## src/rtl/mw_pkg.sv

```systemverilog
// Shared types and constants for the memory/writeback stage: writeback select,
// FSM states, RV32I load/store funct3 encodings and the MW pipeline register.
package mw_pkg;

  localparam int XLEN_C = 32;

  typedef enum logic [1:0] {
    WB_ALU = 2'd0,
    WB_MEM = 2'd1,
    WB_PC4 = 2'd2
  } wb_sel_e;

  typedef enum logic [1:0] {
    ST_IDLE = 2'd0,
    ST_REQ  = 2'd1,
    ST_RESP = 2'd2
  } mw_state_e;

  localparam logic [2:0] F3_LB  = 3'b000;
  localparam logic [2:0] F3_LH  = 3'b001;
  localparam logic [2:0] F3_LW  = 3'b010;
  localparam logic [2:0] F3_LBU = 3'b100;
  localparam logic [2:0] F3_LHU = 3'b101;
  localparam logic [2:0] F3_SB  = 3'b000;
  localparam logic [2:0] F3_SH  = 3'b001;
  localparam logic [2:0] F3_SW  = 3'b010;

  localparam logic [1:0] SZ_BYTE = 2'd0;
  localparam logic [1:0] SZ_HALF = 2'd1;
  localparam logic [1:0] SZ_WORD = 2'd2;

  typedef struct packed {
    logic [XLEN_C-1:0] addr;
    logic [XLEN_C-1:0] wdata;
    logic [2:0]        funct3;
    logic [4:0]        rd;
    logic              reg_write;
    logic              is_store;
  } mw_reg_t;

  // funct3 encodings 011/110/111 have no RV32I meaning and fall through to word.
  function automatic logic [1:0] access_size(input logic [2:0] funct3);
    case (funct3[1:0])
      2'b00:   access_size = SZ_BYTE;
      2'b01:   access_size = SZ_HALF;
      default: access_size = SZ_WORD;
    endcase
  endfunction

endpackage

```

## src/rtl/lsu_align.sv

```systemverilog
// Combinational load/store alignment: byte enables, store lane replication,
// load lane extraction with sign/zero extension, and misalign detect/masking.
module lsu_align
  import mw_pkg::*;
#(
  parameter int XLEN = 32
) (
  input  logic [XLEN-1:0] ex_addr,
  input  logic [2:0]      ex_funct3,
  output logic            ex_misaligned,
  output logic [XLEN-1:0] ex_addr_masked,
  input  logic [1:0]      addr_lo,
  input  logic [2:0]      funct3,
  input  logic [XLEN-1:0] store_data,
  input  logic [XLEN-1:0] rdata,
  output logic [3:0]      byte_en,
  output logic [XLEN-1:0] wdata,
  output logic [XLEN-1:0] ldata
);

  logic [XLEN-1:0] shifted;

  always_comb begin
    ex_misaligned  = 1'b0;
    ex_addr_masked = ex_addr;
    case (access_size(ex_funct3))
      SZ_HALF: begin
        ex_misaligned     = ex_addr[0];
        ex_addr_masked[0] = 1'b0;
      end
      SZ_WORD: begin
        ex_misaligned       = |ex_addr[1:0];
        ex_addr_masked[1:0] = 2'b00;
      end
      default: ;
    endcase
  end

  // Half accesses reach here with addr_lo[0] already cleared, so one shift serves both sizes.
  assign shifted = rdata >> {addr_lo, 3'b000};

  always_comb begin
    byte_en = 4'b1111;
    wdata   = store_data;
    ldata   = rdata;
    case (access_size(funct3))
      SZ_BYTE: begin
        byte_en = 4'b0001 << addr_lo;
        wdata   = {4{store_data[7:0]}};
        ldata   = funct3[2] ? {{(XLEN-8){1'b0}}, shifted[7:0]}
                            : {{(XLEN-8){shifted[7]}}, shifted[7:0]};
      end
      SZ_HALF: begin
        byte_en = 4'b0011 << {addr_lo[1], 1'b0};
        wdata   = {2{store_data[15:0]}};
        ldata   = funct3[2] ? {{(XLEN-16){1'b0}}, shifted[15:0]}
                            : {{(XLEN-16){shifted[15]}}, shifted[15:0]};
      end
      default: ;
    endcase
  end

endmodule

```

## src/rtl/mem_writeback_stage.sv

```systemverilog
// RV32I memory/writeback stage: data-memory handshake FSM and registered
// register-file write port. Optional MISALIGN_TRAP_EN traps misaligned accesses.
module mem_writeback_stage
  import mw_pkg::*;
#(
  parameter int XLEN = 32
) (
  input  logic            clock,
  input  logic            reset,
  input  logic            exValid,
  input  logic [XLEN-1:0] exAluResult,
  input  logic [XLEN-1:0] exStoreData,
  input  logic [XLEN-1:0] exPcPlus4,
  input  logic [4:0]      exRd,
  input  logic            exRegWrite,
  input  logic            exMemRead,
  input  logic            exMemWrite,
  input  logic [2:0]      exFunct3,
  input  logic [1:0]      exWbSel,
  output logic            stallEX,
  output logic            dmemReq,
  output logic            dmemWe,
  output logic [XLEN-1:0] dmemAddr,
  output logic [XLEN-1:0] dmemWdata,
  output logic [3:0]      dmemByteEn,
  input  logic            dmemGnt,
  input  logic            dmemRvalid,
  input  logic [XLEN-1:0] dmemRdata,
`ifdef MISALIGN_TRAP_EN
  output logic            misalignTrap,
`endif
  output logic            writeEnableMW,
  output logic [4:0]      writeAddressMW,
  output logic [XLEN-1:0] writeData
);

  mw_state_e       state_q, state_d;
  mw_reg_t         mw_q, mw_d;
  logic            wb_en_q, wb_en_d;
  logic [4:0]      wb_addr_q, wb_addr_d;
  logic [XLEN-1:0] wb_data_q, wb_data_d;
  logic            trap_q, trap_d;

  logic            ex_misaligned;
  logic [XLEN-1:0] ex_addr_masked;
  logic [3:0]      lane_be;
  logic [XLEN-1:0] lane_wdata;
  logic [XLEN-1:0] lane_ldata;
  logic            mem_op;
  logic            in_req;

  lsu_align #(.XLEN(XLEN)) u_align (
    .ex_addr       (exAluResult),
    .ex_funct3     (exFunct3),
    .ex_misaligned (ex_misaligned),
    .ex_addr_masked(ex_addr_masked),
    .addr_lo       (mw_q.addr[1:0]),
    .funct3        (mw_q.funct3),
    .store_data    (mw_q.wdata),
    .rdata         (dmemRdata),
    .byte_en       (lane_be),
    .wdata         (lane_wdata),
    .ldata         (lane_ldata)
  );

  assign mem_op = exMemRead | exMemWrite;

  always_comb begin
    state_d   = state_q;
    mw_d      = mw_q;
    wb_en_d   = 1'b0;
    wb_addr_d = wb_addr_q;
    wb_data_d = wb_data_q;
    trap_d    = 1'b0;
    case (state_q)
      ST_IDLE: begin
        if (exValid && mem_op) begin
          mw_d.wdata     = exStoreData;
          mw_d.funct3    = exFunct3;
          mw_d.rd        = exRd;
          mw_d.reg_write = exRegWrite;
          mw_d.is_store  = exMemWrite;
`ifdef MISALIGN_TRAP_EN
          mw_d.addr      = ex_addr_masked;
          if (ex_misaligned) begin
            mw_d   = mw_q;
            trap_d = 1'b1;
          end else begin
            state_d = ST_REQ;
          end
`else
          mw_d.addr      = ex_misaligned ? ex_addr_masked : exAluResult;
          state_d        = ST_REQ;
`endif
        end else if (exValid) begin
          wb_en_d   = exRegWrite && (exRd != 5'd0);
          wb_addr_d = exRd;
          wb_data_d = (wb_sel_e'(exWbSel) == WB_PC4) ? exPcPlus4 : exAluResult;
        end
      end
      ST_REQ: begin
        if (dmemGnt) begin
          state_d = mw_q.is_store ? ST_IDLE : ST_RESP;
        end
      end
      ST_RESP: begin
        if (dmemRvalid) begin
          wb_en_d   = mw_q.reg_write && (mw_q.rd != 5'd0);
          wb_addr_d = mw_q.rd;
          wb_data_d = lane_ldata;
          state_d   = ST_IDLE;
        end
      end
      default: state_d = ST_IDLE;
    endcase
  end

  always_ff @(posedge clock or negedge reset) begin
    if (!reset) begin
      state_q   <= ST_IDLE;
      mw_q      <= '0;
      wb_en_q   <= 1'b0;
      wb_addr_q <= 5'd0;
      wb_data_q <= '0;
      trap_q    <= 1'b0;
    end else begin
      state_q   <= state_d;
      mw_q      <= mw_d;
      wb_en_q   <= wb_en_d;
      wb_addr_q <= wb_addr_d;
      wb_data_q <= wb_data_d;
      trap_q    <= trap_d;
    end
  end

  // Request fields are gated by state so the bus reads all-zero outside REQ.
  assign in_req         = (state_q == ST_REQ);
  assign stallEX        = (state_q != ST_IDLE);
  assign dmemReq        = in_req;
  assign dmemWe         = in_req & mw_q.is_store;
  assign dmemAddr       = in_req ? {mw_q.addr[XLEN-1:2], 2'b00} : '0;
  assign dmemWdata      = in_req ? lane_wdata : '0;
  assign dmemByteEn     = in_req ? lane_be : 4'b0000;
  assign writeEnableMW  = wb_en_q;
  assign writeAddressMW = wb_addr_q;
  assign writeData      = wb_data_q;
`ifdef MISALIGN_TRAP_EN
  assign misalignTrap   = trap_q;
`else
  logic unused_trap;
  assign unused_trap = trap_q;
`endif

endmodule

```

## config.mk

```make
export PLATFORM = sky130hd
export DESIGN_NAME = mem_writeback_stage
export DESIGN_NICKNAME = d
export VERILOG_FILES = /design/src/rtl/mw_pkg.sv /design/src/rtl/lsu_align.sv /design/src/rtl/mem_writeback_stage.sv
export SDC_FILE = /design/constraint.sdc
export NUM_CORES = 1
export LEC_CHECK = 0
export ABC_AREA = 1
export CAP_MARGIN = 20
export CORE_UTILIZATION = 40
export CTS_CLUSTER_SIZE = 28
export DETAILED_ROUTE_END_ITERATION = 10
export MAX_ROUTING_LAYER = met4
export PLACE_DENSITY = 0.79
export SYNTH_ARGS = -nofsm -noshare
export SYNTH_HDL_FRONTEND = slang
export SYNTH_SLANG_ARGS = --single-unit
```

## constraint.sdc

```tcl
create_clock -name clock -period 1.84 [get_ports clock]
set_input_delay 0.368 -clock clock [delete_from_list [all_inputs] [get_ports clock]]
set_output_delay 0.368 -clock clock [all_outputs]
set_load 0.01 [all_outputs]
```

==> flow_results.org <==
** Synth
- Number of register bits inferred by synthesis :: 114
- Per-instance average area after synthesis :: 6.77 µm²
- Primary flip-flop cell chosen by synthesis mapping :: sky130_fd_sc_hd__dfrtp_1
- Count of warnings emitted by yosys :: 0
- FFs w/ async S/R, synth :: 100%
- Counting flops with a built-in enable in the synthesized netlist gives 0.
- In the synthesized netlist, the cells that appear most often are sky130_fd_sc_hd__nand2_1, sky130_fd_sc_hd__nor2_1, sky130_fd_sc_hd__dfrtp_1.
- Post-synth top area share :: 43.1%
- After synthesis, the netlist uses 30 different library cells.
- For this run, the register share of the synthesized area comes to 43.1%.
- Library cell occupying the most area in the post-synthesis netlist :: sky130_fd_sc_hd__dfrtp_1
- Cell with the most instances after synthesis :: sky130_fd_sc_hd__nand2_1
- After synthesis, the cell types taking the most area are sky130_fd_sc_hd__dfrtp_1, sky130_fd_sc_hd__nand2_1, sky130_fd_sc_hd__nor2_1.
- Summing every instance area after synthesis gives 6610 µm².
- Instance count of the mapped netlist :: 977

** Timing
- Setup slack on the critical path of the routed design comes to -0.146 ns.
- Unrepaired setup endpoints after global routing :: true
- The worst path uses 108% of the clock period.
- Final min period :: 1.99 ns
- Achievable clock frequency :: 503 MHz
- The final number of max-transition violations is 0.
- Worst setup skew after layout :: 0.00435 ns
- The number of hold-slack violations in the final timing report was 0.
- Setup violations remaining at the end of the flow were counted as 66.

** Drt
- Wires add up to 23900 µm.
- Across all layers, the routed design uses 7366 vias.
- The first detailed-routing pass ran for 5 iterations.
- Detail-routed via count per cell :: 4.95
- Post-route DRC :: 0
- Routed wirelength normalized by instance count :: 16.0 µm
- For this block, the initial DRC count from the detailed router was 580.
- In this run the remaining antenna-violating nets after routing total 0.

** Setup path
- Reg-to-reg endpoint :: writeData[13]$_DFFE_PN0P_
- Crit Path Class :: reg -> out
- In this run the critical register-to-register path is launched from mw_q[8]$_DFFE_PN0P_.
- Endpoint arrival time on the critical path :: 1.62 ns
- For flop-to-flop paths, the worst setup slack is 0.14 ns.
- Critical Path RT :: 1.47 ns
- Critical path peak fanout :: 8
- Worst Reg2Reg Path Length in Cells :: 11
- The worst setup path is captured at an output pin.
- Startpoint types :: register
- Critical path origin :: state_q[1]$_DFFE_PN0P_
- Capture point of the critical path :: dmemWdata[20]

** Global routing
- Number of antenna violations at the first check in global routing :: 0
- The via count of the first global-routing pass is 6964.
- Maximum number of pins on one net before global-route repair :: 50
- Final global-route overflow total :: 0
- The first global-routing pass estimated 35800 µm of wire.
- Global routing used 28.6% of the available tracks.

** Layout
- Non-filler instance count after layout :: 1487
- Share of layout cells above drive strength 1 :: 17.5%
- For this run, the post-layout net count is 1404.
- Once layout is done, the placed cells without fillers occupy 10200 µm².
- Compared with the post-synthesis result, the final layout area differs by 54.5%.
- Total of fill cells in the finished design :: 1447
- Utilization after layout :: 63.9%
- Antenna cell count :: 0

** Clock tree
- The root buffer cell chosen for the clock tree is sky130_fd_sc_hd__clkbuf_16.
- Clock latency on the worst-skew pair :: 0.41 ns
- TritonCTS built the clock tree.
- The clock passes through at most 2 buffers.
- Clock-pin slew was measured on the worst setup and hold paths at 0.06 ns.
- H-tree levels :: 4
- The clock drives 114 sinks.
- The number of clock buffers added by TritonCTS is 17.

** Power
- Part of the total power dissipated in sequential elements :: 26.7%
- Ratio of total power to cell area :: 1660 nW/µm²
- Of the total power, the share spent switching nets is 42.0%.
- Combinational logic burns 54.1% of the power.
- Clock network fraction of total power :: 19.2%
- Design Power :: 16.9 mW
- IR analysis of the VDD net gives a maximum drop of 0.000857 V.
- Int Pwr :: 9.82 mW
- Leak :: 5.13 nW
- Net switching power :: 7.12 mW

** Place
- Worst slack after detailed placement :: -0.141 ns
- Number of I/O port buffers :: 252
- Area post-placement :: 9670 µm²
- Inst Count DP :: 1445
- Half-perimeter wire length of the detailed placement result :: 17400 µm
- Routability Congestion :: 0.903

** Floorplanning
- Core outline area :: 16000 µm²
- The die covers 17100 µm².
- DIE WIDTH :: 131 µm
- FP Rows :: 46
- Once the floorplan was initialized, standard cells occupied 41.3% of the core.
- Die height :: 131 µm
- I/O pin total :: 255

** Run status
- Violations in the final reports :: negative setup slack
- The run finished, with violations left.

** Run
- The tool flagged a number of max-cap violations equal to 0.

** Min path
- The path class of the tightest hold or removal check is in -> async.
[worst max-delay path, stage by stage (launching register included)]
cell and delay, ns:
sky130_fd_sc_hd__dfrtp_1 0.38, sky130_fd_sc_hd__nor2_2 0.13, sky130_fd_sc_hd__buf_6 0.17, sky130_fd_sc_hd__clkbuf_16 0.17, sky130_fd_sc_hd__o21ai_1 0.06, sky130_fd_sc_hd__a21oi_1 0.14, sky130_fd_sc_hd__buf_2 0.15
[registers in the layout (all words and copies together), names as in the netlist]
register        cells
writeData          32
state_q             2
writeEnableMW       1
mw_q               74
writeAddressMW      5
[power groups by stage]
| stage | logic, mW | registers, mW | clock network, mW |
|---|---|---|---|
| 5_1_grt | 10.0 | 4.65 | 3.41 |
| 6_report | 9.16 | 4.53 | 3.25 |
| 3_5_place_dp | 8.92 | 4.46 | 0 |
| 2_1_floorplan | 4.53 | 4.47 | 0 |
| 4_1_cts | 8.72 | 4.49 | 3.30 |
| 3_3_place_gp | 8.76 | 4.44 | 0 |
[through the flow]
stage               TNS (ns)  hold slack [ns]
floorplan                  0           0.0724
global placement       -2.49            0.313
detailed placement     -3.50            0.320
CTS                    -6.67            0.425
global route          -10.25            0.453
finish                 -5.60            0.431
[layer usage]
metal,GRT usage (%),part of all wire [%],up-vias
li1,-,-,3598
met3,5.94,7.9,45
met5,-,0,-
met1,34.9,42,3388
met2,47.0,48,335
met4,10.1,2.3,0
[logic make-up (layout without fill, tap and decap cells)]
| logic type | count (synthesis) | after routing | synth area share, % |
|---|---|---|---|
| simple gates | 544 | 544 | 33.2 |
| compound gates | 160 | 160 | 12.9 |
| flops | 114 | 114 | 43.1 |
| other cells | 1 | 2 | 0.0567 |
| buf+inv | 158 | 451 | 10.7 |
[what timing repair did]
action / 4_1_cts / 5_1_grt
cloned: 0 / 2
pin swaps: 7 / 7
buffers inserted: 1 / 6
gates resized for setup: 276 / 63
endpoints found under the hold margin: 25 / 0
endpoints found under the setup margin: 69 / 67
hold buffers: 1 / 0
[worst min-delay path by stage]
stage	from	endpoint	slack (ns)	cells after the start
5_1_grt	reset	writeAddressMW[2]$_DFFE_PN0P_	0.45	2
3_3_place_gp	reset	writeAddressMW[2]$_DFFE_PN0P_	0.31	1
3_5_place_dp	reset	writeAddressMW[2]$_DFFE_PN0P_	0.32	1
2_1_floorplan	reset	mw_q[0]$_DFFE_PN0P_	0.07	0
4_1_cts	reset	writeAddressMW[2]$_DFFE_PN0P_	0.42	2
6_report	reset	writeAddressMW[2]$_DFFE_PN0P_	0.43	2
[placed cells by master (no fill, tap or decap), types with 6 or more instances in the layout]
cell type	n
sky130_fd_sc_hd__a21oi_1	43
sky130_fd_sc_hd__buf_12	14
sky130_fd_sc_hd__buf_2	68
sky130_fd_sc_hd__buf_4	47
sky130_fd_sc_hd__clkbuf_16	19
sky130_fd_sc_hd__clkdlybuf4s50_1	182
sky130_fd_sc_hd__dfrtp_1	113
sky130_fd_sc_hd__inv_1	87
sky130_fd_sc_hd__inv_2	8
sky130_fd_sc_hd__nand2_1	344
sky130_fd_sc_hd__nand3_1	54
sky130_fd_sc_hd__nor2_1	116
sky130_fd_sc_hd__nor2_2	12
sky130_fd_sc_hd__o21ai_0	66
sky130_fd_sc_hd__o21ai_1	26
sky130_fd_sc_hd__o21ai_2	6
[layout make-up]
type	count	area (µm²)	share of cell area [%]
multi-input combinational	706	3210	31.4
clock inverter	9	106	1.04
inverter	99	389	3.81
clock buffer	23	468	4.58
timing repair buffer	320	2920	28.6
sequential	114	2850	27.9
tap	216	270	2.65
No activity file was read; power rests on OpenSTA's default activity.
==> variant: new RTL, same flow settings <==
Re-encode `mw_state_e` (3 states) as one-hot, 3 bits wide.
--- a/src/rtl/mw_pkg.sv
+++ b/src/rtl/mw_pkg.sv
@@ -10,10 +10,10 @@
     WB_PC4 = 2'd2
   } wb_sel_e;
 
-  typedef enum logic [1:0] {
-    ST_IDLE = 2'd0,
-    ST_REQ  = 2'd1,
-    ST_RESP = 2'd2
+  typedef enum logic [2:0] {
+    ST_IDLE = 3'b001,
+    ST_REQ  = 3'b010,
+    ST_RESP = 3'b100
   } mw_state_e;
 
   localparam logic [2:0] F3_LB  = 3'b000;
Function: same outputs for any inputs over 4 cycles, from zero or initial values and one cycle with reset low; so few cycles prove little.
==> variant against the original RTL <==
- the flow still finishes with violations (setup timing)
- largest cell class unchanged
- wire length grew 11%
- worst setup slack worse by 0.17 ns
- synthesized area fell by 1.1%
- non-clock buffer count grew 11
- cell area grew 8.4%
- total power rose by 0.48%
- sequential cell count up 1
- register-to-register slack got worse by 0.08 ns
- hold slack worse by 0.028 ns
==> variant: results (changes against the original RTL) <==
status finished with violations; failing checks setup timing; Avg Synthesized Cell Area 6.70 sq um (-0.96%); Seq cells 115 (+0.88%); comb_multi_in 730 (+3.4%); Detailed Place HPWL 17500 microns (+0.41%); via count 7742 (+5.1%); worst r2r src state_q[0]; first-pass GRT wire length 37800 microns (+5.7%); Peak VDD IR 0.836 mV (-2.4%); gpl congestion 0.917 (+1.6%); total chip power 17.0 mW (+0.48%); met2 wire length 13000 microns (+13%); Reg2Reg Depth 9 (-2); WL final 26600 microns (+11%); sw power 7.21 mW (+1.3%); Storage cell area 0.00288 sq mm (+0.88%); Final setup viols 68 (+3.0%); Final #Nets 1412 (+0.57%); sequential area share after synthesis 44.0% (+0.86 points); Crit Reg-Reg Endpoint writeData[30]; CP max FO 6 (-2); fraction of layout cells with a size suffix above 1 20.8% (+3.3 points); design area 0.0111 sq mm (+8.4%); Clock Latency Late Sink 0.43 ns (+0.02 ns); met1 Usage GRT 35.9% (+1.0 points); final worst slack -0.312 ns (-0.166 ns); P_leak 5.31 nW (+3.5%); M3 GR Usage 7.18% (+1.2 points); routed vias/inst 5.18 (+4.5%); GRT Util Overall 31.1% (+2.4 points); setup_tns -17.06 ns (-11.45 ns); Starting DRT DRC Count 588 (+1.4%); Fillers 1310 (-9.5%); initial antenna violation count 1 (+1)
variant: changes by cell type after synthesis, moves of 3 or more:
cell	before	now
a21oi_1	45	60
buf_2	28	31
buf_4	8	11
buf_6	6	2
inv_1	88	65
inv_2	9	5
nand2_1	345	393
nand3_1	54	65
nor2_1	129	118
o211ai_1	1	5
o21ai_0	79	39
o31ai_1	3	0
o31ai_2	4	0
variant: worst max path at each step:
| stage | startpoint | end | slack [ns] |
|---|---|---|---|
| after global routing | state_q[1] | dmemWdata[15] | -0.36 |
| final | state_q[1] | dmemWdata[15] | -0.31 |
| after detailed placement | state_q[2] | dmemWdata[15] | -0.28 |
| after floorplan | mw_q[8] | dmemWdata[15] | 0.17 |
| after CTS | state_q[2] | dmemByteEn[3] | -0.31 |
| after global placement | state_q[2] | dmemWdata[15] | -0.22 |
variant: timing repair:
action,4_1_cts,5_1_grt
hold buffers,1,0
buffers inserted,8,8
gates resized for setup,347,129
cloned,5,5
pin swaps,14,22
endpoints found under the hold margin,15,0
endpoints found under the setup margin,69,81
